## config.mk

```make
export PLATFORM = sky130hd
export DESIGN_NAME = tv_pixel_fetch
export DESIGN_NICKNAME = d
export VERILOG_FILES = /design/src/rtl/tvout_pkg.sv /design/src/rtl/tv_word_fifo.sv /design/src/rtl/tv_pixel_fetch.sv
export SDC_FILE = /design/constraint.sdc
export NUM_CORES = 1
export LEC_CHECK = 0
export ABC_CLOCK_PERIOD_IN_PS = 3670
export CELL_PAD_IN_SITES_DETAIL_PLACEMENT = 0
export CELL_PAD_IN_SITES_GLOBAL_PLACEMENT = 2
export CORE_MARGIN = 5
export CORE_UTILIZATION = 37
export CTS_BUF_LIST = sky130_fd_sc_hd__clkbuf_4 sky130_fd_sc_hd__clkbuf_8
export DETAILED_ROUTE_END_ITERATION = 8
export PLACE_DENSITY = 0.81
export SLEW_MARGIN = 0
export SYNTH_ARGS = -nofsm -noshare
export SYNTH_HDL_FRONTEND = slang
export SYNTH_SLANG_ARGS = --single-unit
```

## constraint.sdc

```tcl
create_clock -name clk -period 3.67 [get_ports clk]
set_input_delay 0.734 -clock clk [delete_from_list [all_inputs] [get_ports clk]]
set_output_delay 0.734 -clock clk [all_outputs]
set_load 0.1 [all_outputs]
```

## src/rtl/tvout_pkg.sv

```systemverilog
// tvout_pkg: shared framebuffer geometry, bus widths and fetch-state type for the TV output path
package tvout_pkg;
   localparam int WORDS_PER_LINE = 32;
   localparam int ACTIVE_LINES = 288;
   localparam int FB_WORDS = 9216;
   localparam int ADDR_W = 14;
   localparam int WORD_W = 16;
   typedef enum logic [1:0] {IDLE, REQ, DONE} fetch_state_t;
endpackage

```

## src/rtl/tv_word_fifo.sv

```systemverilog
// tv_word_fifo: 2-entry x 16-bit word FIFO, head always in m0
// Ports: clk, reset (async, active-high), clr (sync flush), push/din (write),
//        pop (consume head), head (oldest word), count (0..2)
module tv_word_fifo
   import tvout_pkg::*;
(
   input  logic              clk,
   input  logic              reset,
   input  logic              clr,
   input  logic              push,
   input  logic              pop,
   input  logic [WORD_W-1:0] din,
   output logic [WORD_W-1:0] head,
   output logic [1:0]        count
);
   logic [WORD_W-1:0] m0, m1;
   logic              do_pop, do_push;
   logic [1:0]        cp;
   // cp is the occupancy after the pop, so a simultaneous push lands behind the surviving word
   always_comb begin
      do_pop  = pop && count != 2'd0;
      cp      = count - {1'b0, do_pop};
      do_push = push && cp != 2'd2;
   end
   always_ff @(posedge clk or posedge reset)
      if (reset) begin
         m0    <= '0;
         m1    <= '0;
         count <= 2'd0;
      end else if (clr) begin
         count <= 2'd0;
      end else begin
         m0    <= (do_push && cp == 2'd0) ? din : do_pop ? m1 : m0;
         m1    <= (do_push && cp == 2'd1) ? din : m1;
         count <= cp + {1'b0, do_push};
      end
   assign head = m0;
endmodule

```

## src/rtl/tv_pixel_fetch.sv

```systemverilog
// tv_pixel_fetch: framebuffer word fetcher + 2-word FIFO + MSB-first pixel serializer
// Ports: clk, reset (async, active-high); pix_en/active/frame_start from video timing;
//        mem_req/mem_addr/mem_ack/mem_data to the framebuffer RAM; pix_out to video stage;
//        underrun = saturating underrun count, only built when TVOUT_UNDERRUN_EN is defined
module tv_pixel_fetch
   import tvout_pkg::*;
(
   input  logic              clk,
   input  logic              reset,
   input  logic              pix_en,
   input  logic              active,
   input  logic              frame_start,
   output logic              mem_req,
   output logic [ADDR_W-1:0] mem_addr,
   input  logic              mem_ack,
   input  logic [WORD_W-1:0] mem_data,
   output logic              pix_out,
   output logic [7:0]        underrun
);
   localparam logic [ADDR_W-1:0] FB_END = ADDR_W'(FB_WORDS);
   localparam logic [ADDR_W-1:0] LAST_ADDR = ADDR_W'(FB_WORDS - 1);
   fetch_state_t      state, state_nx;
   logic [1:0]        fifo_count;
   logic [WORD_W-1:0] head, sh;
   logic [3:0]        bit_cnt;
   logic              fifo_empty, load, push, pop;
   assign fifo_empty = fifo_count == 2'd0;
   // frame_start wins over both a same-clk ack and a same-clk pixel strobe
   assign load = pix_en && active && bit_cnt == 4'd0 && !frame_start;
   assign pop  = load && !fifo_empty;
   assign push = state == REQ && mem_ack && !frame_start;
   always_ff @(posedge clk or posedge reset)
      if (reset) state <= IDLE;
      else state <= state_nx;
   // mem_addr doubles as the words-fetched count since fetches are strictly linear from 0
   always_comb begin
      state_nx = state;
      if (frame_start) state_nx = IDLE;
      else if (state == IDLE && fifo_count < 2'd2 && mem_addr < FB_END) state_nx = REQ;
      else if (state == REQ && mem_ack) state_nx = (mem_addr == LAST_ADDR) ? DONE : IDLE;
   end
   always_comb mem_req = state == REQ;
   always_ff @(posedge clk or posedge reset)
      if (reset) mem_addr <= '0;
      else if (frame_start) mem_addr <= '0;
      else if (push) mem_addr <= mem_addr + 1'b1;
   tv_word_fifo u_fifo (
      .clk   (clk),
      .reset (reset),
      .clr   (frame_start),
      .push  (push),
      .pop   (pop),
      .din   (mem_data),
      .head  (head),
      .count (fifo_count)
   );
   // An underrun load fills the shifter with zeros, so the whole word comes out blank
   always_ff @(posedge clk or posedge reset)
      if (reset) begin
         sh      <= '0;
         bit_cnt <= 4'd0;
         pix_out <= 1'b0;
      end else if (frame_start) begin
         sh      <= '0;
         bit_cnt <= 4'd0;
      end else if (pix_en) begin
         if (!active) begin
            pix_out <= 1'b0;
         end else if (bit_cnt == 4'd0) begin
            sh      <= fifo_empty ? '0 : head;
            pix_out <= !fifo_empty && head[WORD_W-1];
            bit_cnt <= bit_cnt + 4'd1;
         end else begin
            sh      <= sh << 1;
            pix_out <= sh[WORD_W-2];
            bit_cnt <= bit_cnt + 4'd1;
         end
      end
`ifdef TVOUT_UNDERRUN_EN
   logic [7:0] urun;
   always_ff @(posedge clk or posedge reset)
      if (reset) urun <= 8'd0;
      else if (load && fifo_empty && urun != 8'hff) urun <= urun + 8'd1;
   assign underrun = urun;
`else
   assign underrun = 8'd0;
`endif
endmodule
```

==> flow_summary.toml <==
[grt]
gr-total-overflow = 0
grt_max_degree = 71
antenna_found_initial = 0
grt_pass1_vias = 2138
grt_pass1_wl_um = 10800
grt_usage_pct = 12.19

[final_layout]
multi_input_area_um2 = 1308
synthToLayoutAreaGrowth_pct = 19.66
num-fill-cells = 847
final-seq-area_um2 = 1752
final_cells = 445
diodes = 0
drive_above_1_share_pct = 13.95
nets = 358

[routing]
drc = 0
vias_per_cell = 4.928
wl_per_cell_um = 14.24
drt-total-wl_um = 6338
first_pass_iters = 4
ant_nets = 0
via_count = 2193
drt_iter0_markers = 100

[yosys]
synth.distinct_cells = 40
netlist.area_leader.share_pct = 53.87
synthTopCellsByArea = "dfrtp_1 54%, mux2_2 5.9%, mux2i_1 4.9%, nor2_1 4.5%, a222oi_1 4.3%"
synthFlopType = "dfrtp_1"
ys_warn_count = 0
synth_top_cells_by_count = "70 x dfrtp_1, 39 x nor2_1, 24 x a21oi_1, 22 x inv_1, 17 x mux2_2"
syn_inst = 293
synth-seq-cells = 70
yosysMostFrequentCell = "dfrtp_1"
yosysTopAreaCell = "dfrtp_1"
async_flop_share_pct = 100.0
synth_area_per_cell_um2 = 11.10
synth_edf_count = 0
synth_area_um2 = 3252
ys_seq_area_share_pct = 53.87

[die]
die_x_um = 103.8
dieHeight_um = 103.8
io_pins = 46
core-area_um2 = 8636
start_util_pct = 37.66
rows = 34
dieArea_um2 = 10760

[timing]
hold_viol_final = 0
setup_viol = 0
fin_crit_sh_pct = 76.25
fin_crit_ns = 2.798
fin_ws_ns = 0.8717
slew_headroom_pct = 24.85
worstMarginPinSlew_ns = 1.127
clock_skew_ns = 0.01481
max_freq_ghz = 0.3574
rsz0062_at_grt = "false"
drv_slew = 0
tns_ns = 0

[clocking]
clockRootBuffer = "clkbuf_8"
clk_latency_ns = 0.34
postCtsSetupBuffers = 0
cts_made_buffers = 9
cts.repair.resized = 0
hold_buffers = 0
cts_buffer_depth = 2
cts_num_sinks = 70
htree_num_levels = 3
clkTransAtPathRegs_ns = 0.07
cts_tree = "yes"

[worst_setup_path]
path_buf_inv = 2
path_class = "in2reg"
cp-end-kind = "flop"
slowest_stage = "clkdlybuf4s50_1"
path_depth = 7
reg2reg_slack_ns = 1.17
path_max_fanout = 16
crit_chain = "clkdlybuf4s50_1, nand2_2, nor4b_4, ha_1, nor4_4, buf_4, mux2_2"
crit_required_ns = 3.89
startpoint_type = "primary input"
crit_arrival_ns = 3.01
max_stage_delay_ns = 0.55
rr_worst_depth = 8
critPathTopFamily = "buffers and inverters"

[place]
dp_cells = 429
routabilityCongestion = 0.7392
pre_cts_ws_ns = 0.4942
dp_hpwl_um = 4199
portBuffers = 37

[power]
power_leakage_uw = 0.001749
ir_drop_v = 0.0002290
p_per_area_nw_per_um2 = 492.1

[hold_path]
hold_path_depth = 1
hold_path.class = "reg2reg"

[flow_run]
maxCapViolCount = 0

[status]
status = "completed"
[report_power, final]
group,internal [uW],switching (uW)
clock network,326,296
logic,139,168
registers,908,76.5
total,1370,541
[path summary, 6_finish.rpt]
path / start / to
setup / recovery: pix_en / u_fifo.m1[4]
hold / removal: u_fifo.m1[6] / u_fifo.m1[6]
setup reg to reg: bit_cnt[0] / u_fifo.m1[4]
hold reg to reg: u_fifo.m1[6] / u_fifo.m1[6]
max in group asynchronous: reset / sh[4]
min in group asynchronous: reset / u_fifo.head[3]
[cell type report]
| class | count | area share, % |
|---|---|---|
| Sequential cell | 70 | 45.02 |
| Multi-Input combinational cell | 186 | 33.60 |
| Timing Repair Buffer | 43 | 10.61 |
| Tap cell | 108 | 3.473 |
| Clock buffer | 10 | 3.376 |
| Inverter | 22 | 2.122 |
| Clock inverter | 6 | 1.801 |
[routing by layer]
layer,routed length (um),share of wire (%),vias to the layer above,global-route usage (%)
li1,-,-,1090,-
met1,2934,46,1061,16.10
met2,3072,48,38,18.85
met3,275,4.3,4,4.167
met4,55,0.87,0,3.885
met5,0,0,-,0
[logic make-up after synthesis]
family | count (synthesis) | synth area share (%)
compound gates | 46 | 9.812
xor+xnor | 12 | 3.232
fa+ha+maj | 4 | 1.539
buf+inv | 44 | 6.733
flops | 70 | 53.87
mux | 35 | 11.50
other cells | 1 | 0.1153
simple gates | 81 | 13.20
[flip-flops by register name, summed over array words and instances, names as in the netlist]
register,cells
u_fifo.head,16
u_fifo.m1,16
sh,15
mem_addr,14
bit_cnt,4
state,2
u_fifo.count,2
pix_out,1
[stage by stage]
step / cell area [um2] / total power, uW / hold WS, ns / utilization [%]
floorplan: 3278 / 1230 / 0.4569 / -
global placement: 3690 / 1302 / 0.4646 / 42.73
detailed placement: 3690 / 1315 / 0.4762 / 42.73
CTS: 3891 / 1951 / 0.4926 / 45.06
global route: 3891 / 2024 / 0.5071 / 45.06
finish: 3891 / 1915 / 0.4901 / 45.06
[layout by cell type (no fill, tap or decap), drive strengths merged]
master	netlist	final
a211oi	1	1
a21boi	1	1
a21oi	24	24
a221o	1	1
a222oi	14	14
a31o	1	1
a31oi	1	1
a32oi	1	1
and2	1	1
and3	1	1
and3b	1	1
buf	16	7
bufinv	0	1
clkbuf	6	10
clkdlybuf4s50	0	36
clkinv	0	4
conb	1	8
dfrtp	70	70
ha	4	4
inv	22	23
mux2	19	19
mux2i	16	16
nand2	8	8
nand2b	1	1
nand3	7	7
nand3b	1	1
nand4	3	3
nor2	39	39
nor2b	4	4
nor3	7	7
nor3b	1	1
nor4	4	4
nor4b	1	1
o21ai	2	2
or3	2	2
xnor2	9	9
xor2	3	3
No activity file was read; power rests on OpenSTA's default activity.
